### src/rtl/rv_mem_pkg.sv
// Shared encodings for the data-memory access path: funct3 sizes, FSM states
// and lane helpers.
`ifndef XLEN
`define XLEN 32
`endif

package rv_mem_pkg;

    typedef enum logic [2:0] {
        F3Byte  = 3'b000,
        F3Half  = 3'b001,
        F3Word  = 3'b010,
        F3Dbl   = 3'b011,
        F3ByteU = 3'b100,
        F3HalfU = 3'b101,
        F3WordU = 3'b110
    } funct3_e;

    typedef enum logic [1:0] {
        StIdle = 2'd0,
        StReq  = 2'd1,
        StWait = 2'd2
    } state_e;

    // Number of address bits that select a byte lane within one bus beat.
    function automatic int unsigned lane_off_width(int unsigned xlen);
        return $clog2(xlen / 8);
    endfunction

    // Doubleword and unsigned-word accesses exist only on a 64-bit datapath.
    function automatic logic size_supported(logic [2:0] f3, int unsigned xlen);
        logic ok;
        ok = 1'b1;
        if (f3 == 3'b111) begin
            ok = 1'b0;
        end else if ((f3 == F3Dbl || f3 == F3WordU) && xlen != 64) begin
            ok = 1'b0;
        end
        return ok;
    endfunction

endpackage

### src/rtl/load_aligner.sv
// Moves the addressed lane of a bus read beat down to bit 0 and applies
// sign or zero extension according to funct3.
module load_aligner
    import rv_mem_pkg::*;
#(
    parameter int unsigned XLEN = 32
) (
    input  logic [XLEN-1:0]                  rdata,
    input  logic [lane_off_width(XLEN)-1:0]  offset,
    input  logic [2:0]                       funct3,
    output logic [XLEN-1:0]                  data
);

    logic [XLEN-1:0] shifted;

    always_comb begin
        shifted = rdata >> {offset, 3'b000};
        case (funct3)
            F3Byte:  data = XLEN'($signed(shifted[7:0]));
            F3Half:  data = XLEN'($signed(shifted[15:0]));
            // On a 32-bit datapath this is a plain pass-through.
            F3Word:  data = XLEN'($signed(shifted[31:0]));
            F3ByteU: data = XLEN'(shifted[7:0]);
            F3HalfU: data = XLEN'(shifted[15:0]);
            F3WordU: data = XLEN'(shifted[31:0]);
            default: data = shifted;
        endcase
    end

endmodule

### src/rtl/dmem_access_unit.sv
// MEM-stage data-memory access unit: checks alignment, issues one bus
// request per load/store, stalls the pipe until the response and reports faults.
`ifndef XLEN
`define XLEN 32
`endif

module dmem_access_unit
    import rv_mem_pkg::*;
#(
    parameter int unsigned XLEN = `XLEN
) (
    input  logic              clk,
    input  logic              reset_n,
    input  logic              valid,
    input  logic              mem_read,
    input  logic              mem_write,
    input  logic [XLEN-1:0]   addr,
    input  logic [XLEN-1:0]   wdata,
    input  logic [2:0]        funct3,
    output logic              bus_req_valid,
    input  logic              bus_req_ready,
    output logic [XLEN-1:0]   bus_addr,
    output logic              bus_we,
    output logic [XLEN-1:0]   bus_wdata,
    output logic [XLEN/8-1:0] bus_wstrb,
    input  logic              bus_rsp_valid,
    input  logic              bus_rsp_err,
    input  logic [XLEN-1:0]   bus_rdata,
    output logic              stall,
    output logic [XLEN-1:0]   load_data,
    output logic              done,
    output logic              exc,
    output logic              exc_misaligned,
    output logic              exc_is_store,
    output logic [XLEN-1:0]   exc_addr
);

    localparam int unsigned NB = XLEN / 8;
    localparam int unsigned OW = lane_off_width(XLEN);

    state_e          state_q;
    logic [XLEN-1:0] addr_q;
    logic [XLEN-1:0] wdata_q;
    logic [2:0]      funct3_q;
    logic            we_q;

    logic is_access, supported, aligned, start, bad;

    always_comb begin
        is_access = reset_n && (state_q == StIdle) && valid && (mem_read || mem_write);
        supported = size_supported(funct3, XLEN);
        unique case (funct3[1:0])
            2'd0:    aligned = 1'b1;
            2'd1:    aligned = ~addr[0];
            2'd2:    aligned = (addr[1:0] == 2'b00);
            default: aligned = (addr[2:0] == 3'b000);
        endcase
        start = is_access && supported && aligned;
        bad   = is_access && !(supported && aligned);
    end

    always_ff @(posedge clk or negedge reset_n) begin
        if (!reset_n) begin
            state_q  <= StIdle;
            addr_q   <= '0;
            wdata_q  <= '0;
            funct3_q <= '0;
            we_q     <= 1'b0;
        end else begin
            case (state_q)
                StIdle: begin
                    if (start) begin
                        addr_q   <= addr;
                        wdata_q  <= wdata;
                        funct3_q <= funct3;
                        // A simultaneous read and write request is a write.
                        we_q     <= mem_write;
                        state_q  <= StReq;
                    end
                end
                StReq: begin
                    if (bus_req_ready) state_q <= StWait;
                end
                StWait: begin
                    if (bus_rsp_valid) state_q <= StIdle;
                end
                default: state_q <= StIdle;
            endcase
        end
    end

    logic [NB-1:0]   size_mask;
    logic [XLEN-1:0] wdata_rep;
    logic [XLEN-1:0] aligned_data;
    logic            in_req, rsp_fault;

    load_aligner #(
        .XLEN(XLEN)
    ) u_load_aligner (
        .rdata (bus_rdata),
        .offset(addr_q[OW-1:0]),
        .funct3(funct3_q),
        .data  (aligned_data)
    );

    always_comb begin
        unique case (funct3_q[1:0])
            2'd0: begin
                size_mask = NB'(1);
                wdata_rep = {NB{wdata_q[7:0]}};
            end
            2'd1: begin
                size_mask = NB'(3);
                wdata_rep = {(NB/2){wdata_q[15:0]}};
            end
            2'd2: begin
                size_mask = NB'(15);
                wdata_rep = {(NB/4){wdata_q[31:0]}};
            end
            default: begin
                size_mask = '1;
                wdata_rep = wdata_q;
            end
        endcase

        in_req    = (state_q == StReq);
        done      = (state_q == StWait) && bus_rsp_valid;
        rsp_fault = done && bus_rsp_err;

        bus_req_valid = in_req;
        bus_addr      = in_req ? {addr_q[XLEN-1:OW], {OW{1'b0}}} : '0;
        bus_we        = in_req && we_q;
        bus_wstrb     = (in_req && we_q) ? (size_mask << addr_q[OW-1:0]) : '0;
        bus_wdata     = (in_req && we_q) ? wdata_rep : '0;

        stall     = start || in_req || ((state_q == StWait) && !bus_rsp_valid);
        load_data = (done && !we_q && !bus_rsp_err) ? aligned_data : '0;

        exc            = bad || rsp_fault;
        exc_misaligned = bad;
        exc_is_store   = bad ? mem_write : (rsp_fault && we_q);
        exc_addr       = bad ? addr : (rsp_fault ? addr_q : '0);
    end

endmodule

### config.mk
export PLATFORM = sky130hd
export DESIGN_NAME = dmem_access_unit
export DESIGN_NICKNAME = d
export VERILOG_FILES = /design/src/rtl/rv_mem_pkg.sv /design/src/rtl/load_aligner.sv /design/src/rtl/dmem_access_unit.sv
export SDC_FILE = /design/constraint.sdc
export NUM_CORES = 1
export LEC_CHECK = 0
export CORE_MARGIN = 2
export CORE_UTILIZATION = 23
export DETAILED_ROUTE_END_ITERATION = 8
export PLACE_DENSITY = 0.49
export SKIP_CTS_REPAIR_TIMING = 1
export SYNTH_ARGS = -nofsm -noshare
export SYNTH_HDL_FRONTEND = slang
export SYNTH_SLANG_ARGS = --single-unit
### constraint.sdc
create_clock -name clk -period 2.76 [get_ports clk]
set_input_delay 0.552 -clock clk [delete_from_list [all_inputs] [get_ports clk]]
set_output_delay 0.552 -clock clk [all_outputs]
set_load 0.05 [all_outputs]
After elaboration in Yosys (flattened, before gate mapping). Index checks and enable logic that the tools add are counted. W data, S select, Z words.

Register bits: 70. Input port bits: 107. Output and inout bits: 139. Logic and storage cells: 70.

Equality and inequality tests: 14. Shift-type cells: 2. Muxes and demuxes: 17. Bitwise operators: 1. Reduce and logical (&&, ||, !) cells: 31.

Operator list (count): $mux W32 (5); $pmux W32 S4 (1); $pmux W32 S2 (1); $shr A32 B5 Y32 (1); $logic_and A1 B1 Y1 (14); $eq A3 B3 Y1 const B (4); $logic_not A2 Y1 (4); $pmux W4 S2 (1); $eq A2 B1 Y1 const B (3); $logic_not A3 Y1 (2); $mux W2 (3); $pmux W2 S3 (1); $logic_or A1 B1 Y1 (5); $eq A2 B2 Y1 const B (2); $logic_not A1 Y1 (4); $mux W4 (1); $ne A2 B2 Y1 const B (2); $shl A4 B2 Y4 (1); $eq A3 B1 Y1 const B (1); $eq A3 B2 Y1 const B (1); $mux W1 (3); $pmux W1 S3 (1); $reduce_and A3 Y1 (1); $ne A2 B1 Y1 const B (1); other kinds (2) (2).

Logic depth before layout (Yosys ltp). Gate-level depths: netlist of run 1.

Depth in word-level cells: 8. Gate-level depth with buffers: 6.

By module. From an unflattened synthesis of run 1, not the netlist that was laid out.

Cell total of the unflattened synthesis: 481. Area total of the unflattened synthesis: 5007.3 µm².

By module, submodules not included: dmem_access_unit (times used 1, cells each 374, area each 4312.9 µm², seq. area each 1751.7 µm²); load_aligner (times used 1, cells each 107, area each 694.4 µm², seq. area each 0.0 µm²).

Least setup slack after synthesis of run 1. Ideal clock, no wire load.

Path kind: input to output. Start point: in bus_rsp_err. End point: out load_data[6]. Arrival time: 2.653 ns. Data required time: 2.208 ns. Path slack: -0.445 ns. Stages on the path: 5. Path buffers: 2. Cells stage by stage: or2_2 -> or2_2 -> clkbuf_1 -> clkbuf_1 -> a211oi_1.

Word-level cells in the longest chain between the ends: 3.

RTL lines: start: declaration (line dmem_access_unit.sv:27) `input logic bus_rsp_err,`; $logic_not A1 Y1 (line dmem_access_unit.sv:137) `load_data = (done && !we_q && !bus_rsp_err) ? aligned_data : '0;`; $logic_and A1 B1 Y1 (line dmem_access_unit.sv:137); $mux W32 (line dmem_access_unit.sv:137); end: declaration (line dmem_access_unit.sv:30) `output logic [XLEN-1:0] load_data,`.

No other way between the ends.

Worst setup path after layout of run 1.
Start point: reg state_q[0]. End point: out load_data[20].

Word-level cells in the longest chain between the ends: 5.

RTL lines: start: declaration (line dmem_access_unit.sv:41) `state_e state_q;`; start signal: assignment (line dmem_access_unit.sv:64) `state_q <= StIdle;`; start signal: assignment (line dmem_access_unit.sv:78) `state_q <= StReq;`; start signal: assignment (line dmem_access_unit.sv:82) `if (bus_req_ready) state_q <= StWait;`; $eq A2 B2 Y1 (line dmem_access_unit.sv:127) `done = (state_q == StWait) && bus_rsp_valid;`; $logic_and A1 B1 Y1 (line dmem_access_unit.sv:127); $logic_and A1 B1 Y1 (2 in a row) (line dmem_access_unit.sv:137); $mux W32 (line dmem_access_unit.sv:137).

No other way between the ends.

==> results of run 1 <==
per-layer routing:
layer	routed length, µm	track usage	part of all wire
met4	257	0.0449	0.014
met2	9400	0.292	0.51
met1	7530	0.210	0.41
met5	0	0	0
met3	1270	0.0440	0.069
area by class of cell:
| cell class | instances | area share |
|---|---|---|
| Timing Repair Buffer | 292 | 0.439 |
| Inverter | 5 | 0.00200 |
| Clock inverter | 7 | 0.0103 |
| Multi-Input combinational cell | 345 | 0.303 |
| Tap cell | 260 | 0.0347 |
| Clock buffer | 9 | 0.0240 |
| Sequential cell | 70 | 0.187 |
cells by family (layout without fill, tap and decap cells):
kind of cell / count (synthesis) / count (layout) / share of synthesized area
simple gates: 142 / 142 / 0.157
other cells: 1 / 2 / 0.000840
buf+inv: 48 / 313 / 0.0465
mux: 103 / 103 / 0.250
compound gates: 98 / 98 / 0.153
flops: 70 / 70 / 0.392
Yosys cell counts:
library cell,instances
dfrtp_1,70
mux2_2,70
nor2_1,38
and2_1,37
nand2_1,36
a22o_1,33
mux2i_1,33
a21oi_1,25
clkbuf_1,25
a211oi_1,16
o21ai_0,16
buf_2,10
nor2b_1,9
and3_1,8
inv_1,5
buf_1,4
buf_4,4
nand2b_1,4
nor3_1,3
a21o_1,2
or2_2,2
or3_1,2
a2111o_1,1
a2bb2oi_1,1
a311o_1,1
conb_1,1
nand3b_1,1
nor3b_1,1
nor4_1,1
o2111ai_1,1
o22ai_1,1
o41ai_1,1
worst max-delay path, stage by stage (launching register included):
cell	delay [ps]
dfrtp_1	390
nand3b_1	260
or2_4	290
a2111o_1	480
buf_12	200
o21ai_4	70
buf_12	150
metrics by stage:
step | util | hold slack, ps | TNS (ps)
6_report | 0.497 | 498 | 0
5_1_grt | 0.497 | 524 | -594
4_1_cts | 0.474 | 509 | -10140
3_5_place_dp | 0.457 | 495 | -9090
3_3_place_gp | 0.457 | 490 | -7290
2_1_floorplan | - | 256 | -3230
sequential cells by signal (all words and copies together), names as in the netlist:
register	flops
addr_q	32
wdata_q	32
funct3_q	3
we_q	1
state_q	2
report_power, final:
group,leakage (nW),switching [mW],total [mW],internal [mW]
logic,3.04,1.19,2.31,1.12
registers,0.839,0.265,1.62,1.35
clock network,0.160,0.464,1.26,0.794
total,4.04,1.91,5.18,3.27
final timing paths:
check	startpoint	to	slack [ps]	cells past startpoint
min in group clk	wdata_q[26]$_DFFE_PN0P_	wdata_q[26]$_DFFE_PN0P_	510	1
hold reg to reg	wdata_q[26]$_DFFE_PN0P_	wdata_q[26]$_DFFE_PN0P_	510	1
hold / removal	reset_n	addr_q[14]$_DFFE_PN0P_	500	2
setup / recovery	state_q[0]$_DFFE_PN0P_	load_data[20]	20	6
setup reg to reg	state_q[1]$_DFFE_PN0P_	addr_q[29]$_DFFE_PN0P_	1020	6
max in group asynchronous	reset_n	addr_q[0]$_DFFE_PN0P_	1610	2
==> impl_results.md, run 1 <==
- Run status: finished, final reports clean
- Largest area contributor in the netlist: dfrtp_1
- Largest net degree at the start of global routing: 71
- Power Total: 5.18 mW
- Reg clk slew, reported paths: 60 ps
- Gr ovfl total: 0
- Post-Layout Cell Count: 988
- H-tree levels: 3
- Placed cell area: 8630 µm²
- Sequential fraction of the synthesis area: 0.392
- Placed Cells: 964
- Total Routing Usage GR: 0.170
- Post-Syn Area: 4470 µm²
- Number of buffers created by CTS: 9
- Most frequent cells in the layout: 128 x buf_12, 96 x clkdlybuf4s50_1, 70 x mux2_2, 69 x dfrtp_1, 55 x buf_4
- CTS tree: built
- Hold crit path type: primary input to asynchronous set/reset pin
- Final hold vios: 0
- Final Instance Area: 9390 µm²
- Clock buffer depth: 2
- Area grow syn2layout: 110%
- IO Pins: 246
- Post-layout nets: 830
- Final period utilization: 0.992
- Endpoints failing setup: 0
- Setup ws final: 22.5 ps
- Worst clock skew: 5.63 ps
- Area of the multi-input gates: 2850 µm²
- Register Area: 1750 µm²
- RePlAce Congestion: 0.856
- Critical path fanouts, max: 8
- Port bufs: 243
- Unrepaired setup endpoints after global routing: true
- Fillers: 1681
- Routed vias/inst: 4.71
- Rel. slew slack: 0.366
- Worst slew pin tran: 951 ps
- Maximum VDD drop: 0.000264 V
- Ratio of cells with drive above 1 in the final layout: 0.433
- Synthesized flop and latch total: 70
- Crit Path Category: flip-flop to output pin
- Die height: 143 µm
- Post-Syn Instances: 462
- Top area cells in the synthesized netlist: dfrtp_1 39%, mux2_2 18%, mux2i_1 7.4%, a22o_1 6.5%, and2_1 5.2%
- Shortest period the worst path allows: 2740 ps
- Most common cell after layout, fill and taps aside: buf_12
- Vias in the first global route: 4738
- Drc violations: 0
- Setup WS pre-CTS: -337 ps
- Worst Path Arrival: 2190 ps
- Hpwl dp: 13600 µm
- 1st-pass router iterations: 4
- Crit path capture type: output pin
- P per Cell Area: 552 nW/µm²
- Die Wd: 143 µm
- Fmax: 365 MHz
- Cell variety after synth: 32
- Startpoint types: flip-flop
- CORE AREA: 18900 µm²
- Pins Over Slew Limit: 0
- Core Rows: 50
- Clock latency at the later pin of the worst-skew pair: 330 ps
- Initial antenna violation count: 0
- MaxCap Viol Count: 0
- Clock Sinks: 70
- DR WL/cell: 18.7 µm
- P_leak: 4.04 nW
- N_diodes: 0
- Die area: 20600 µm²
- Root buf cell: clkbuf_16
- Initial Util: 0.236
- First-pass GRT wire length: 26900 µm
- Initial drt markers: 152
- Final antenna-violating net count: 0
- Top cell type's share of synthesized area: 0.392
- WL final: 18500 µm
- Synthesis warning total: 0
- Synth Area per Inst: 9.67 µm²
- Total number of vias: 4657
- Worst Path Required: 2210 ps
Note: power is estimated with default switching activity, not from simulation.
==> run 2, diff against run 1 <==
--- a/config.mk
+++ b/config.mk
@@ -13,3 +13,4 @@
 export SYNTH_ARGS = -nofsm -noshare
 export SYNTH_HDL_FRONTEND = slang
 export SYNTH_SLANG_ARGS = --single-unit
+export TNS_END_PERCENT = 20
==> run 2 against run 1 <==
  * Critical path depth rose by 1
  * Highest routed layer unchanged
  * Wire length shrank 0.93%
  * Clock skew down 1.0 ps
==> impl_results.md, run 2 (synthesis gave the netlist of run 1 again) <==
- Run status: finished, final reports clean
- Maximum VDD drop: 0.000290 V
- Setup ws final: 57.3 ps
- Total Routing Usage GR: 0.168
- Reg clk slew, reported paths: 60 ps
- Unrepaired setup endpoints after global routing: true
- Core Rows: 50
- Crit Path Category: flip-flop to output pin
- Worst slew pin tran: 945 ps
- Ratio of cells with drive above 1 in the final layout: 0.425
- Top cell by count, worst path: buf_12
- Final period utilization: 0.979
- Area of the multi-input gates: 2670 µm²
- H-tree levels: 3
- R2R setup slack: 890 ps
- MaxCap Viol Count: 0
- IO Pins: 246
- P per Cell Area: 577 nW/µm²
- RePlAce Congestion: 0.919
- Hold crit path type: primary input to asynchronous set/reset pin
- Fmax: 370 MHz
- Initial drt markers: 141
- Area grow syn2layout: 104%
- Initial Util: 0.236
- Drc violations: 0
- Endpoints failing setup: 0
- Worst clock skew: 4.62 ps
- WL final: 18300 µm
- Setup WS pre-CTS: -276 ps
- Die area: 20600 µm²
- Initial antenna violation count: 0
- Root buf cell: clkbuf_16
- Port bufs: 243
- Crit path cell chain: buf_12, mux2i_1, a2bb2oi_1, a2111o_1, clkbuf_16, nand2_2, buf_12
- Reg2Reg Depth: 7
- Crit path capture type: output pin
- Pins Over Slew Limit: 0
- Rel. slew slack: 0.370
- Hpwl dp: 13700 µm
- Fillers: 1742
- Worst Path Required: 2210 ps
- Total negative slack: 0 ps
- Clock buffer depth: 2
- Power Total: 5.25 mW
- Post-layout nets: 830
- Routed vias/inst: 4.71
- 1st-pass router iterations: 4
- Die Wd: 143 µm
- Final hold vios: 0
- Shortest period the worst path allows: 2700 ps
- Number of buffers created by CTS: 9
- Gr ovfl total: 0
- Register Area: 1750 µm²
- CTS tree: built
- Top flop regs: addr_q: 32 flops, wdata_q: 32 flops, funct3_q: 3 flops
- Slowest-stage cell, CP: a2111o_1
- P_leak: 4.00 nW
- Largest net degree at the start of global routing: 71
- Clock latency at the later pin of the worst-skew pair: 340 ps
- Critical Path Max Stage Delay: 500 ps
- CORE AREA: 18900 µm²
- Final antenna-violating net count: 0
- R2r startpoint: state_q[0]$_DFFE_PN0P_
- Critical path fanouts, max: 8
- N_diodes: 0
- Most common cell after layout, fill and taps aside: buf_12
- Total number of vias: 4645
- Die height: 143 µm
- Startpoint types: flip-flop
- Worst Path Arrival: 2150 ps
- Clock Sinks: 70
- Vias in the first global route: 4718
- DR WL/cell: 18.5 µm
- First-pass GRT wire length: 26600 µm
- End of the worst register-to-register path: wdata_q[22]$_DFFE_PN0P_
- Most frequent cells in the layout: 107 x buf_12, 94 x clkdlybuf4s50_1, 70 x mux2_2, 69 x dfrtp_1, 53 x buf_4
-- run 2: cell types whose count changed in the layout (fill, tap and decap cells not counted), sizes merged --
cell and change:
inv -1, clkinvlp +2, buf -1, bufinv +2
dlymetal6s2s +2, clkbuf +1, clkdlybuf4s50 -2, clkinv -4
-- run 2: layer usage --
layer | routed length (µm) | global-route usage | vias up | part of all wire
met5 | 0 | 0 | - | 0
met4 | 418 | 0.0583 | 0 | 0.023
met2 | 9190 | 0.293 | 178 | 0.50
met1 | 7370 | 0.203 | 2283 | 0.40
met3 | 1310 | 0.0377 | 29 | 0.071
li1 | - | - | 2155 | -
-- run 2: worst max-delay path, delay by kind of cell, from the launching register on --
kind	cells	cell delay [ps]
muxes	1	110
DFF	1	460
buffers and inverters	3	500
AOI/OAI and AO/OA	2	640
and+or+nand+nor	1	90
-- run 2: power by group --
| part | leakage [nW] | switching, mW | internal, mW |
|---|---|---|---|
| clock network | 0.168 | 0.451 | 0.969 |
| registers | 0.839 | 0.261 | 1.35 |
| logic | 2.99 | 1.13 | 1.08 |
-- run 2: area by class of cell --
type,instances,area share
clock buffer,9,0.0248
clock inverter,6,0.0149
inverter,5,0.00206
multi-input combinational,345,0.294
sequential,70,0.193
tap,260,0.0358
timing repair buffer,292,0.436
-- run 2: how the worst max path moves through the flow --
stage / from / to / cells after the start
after global placement: bus_rsp_err / load_data[17] / 6
after CTS: bus_rsp_err / load_data[21] / 6
after global routing: state_q[0]$_DFFE_PN0P_ / load_data[26] / 6
after detailed placement: bus_rsp_err / load_data[21] / 6
final: addr_q[0]$_DFFE_PN0P_ / load_data[26] / 7
after floorplan: bus_rsp_err / load_data[0] / 4
-- run 2: metrics by stage --
| step | area, µm² | std cells | util | hold slack (ps) |
|---|---|---|---|---|
| final | 9090 | 987 | 0.481 | 467 |
| after global routing | 9090 | 987 | 0.481 | 515 |
| after CTS | 8670 | 977 | 0.459 | 511 |
| after detailed placement | 8310 | 962 | 0.440 | 497 |
| after global placement | 8310 | 962 | 0.440 | 489 |
| after floorplan | 4480 | 463 | - | 256 |
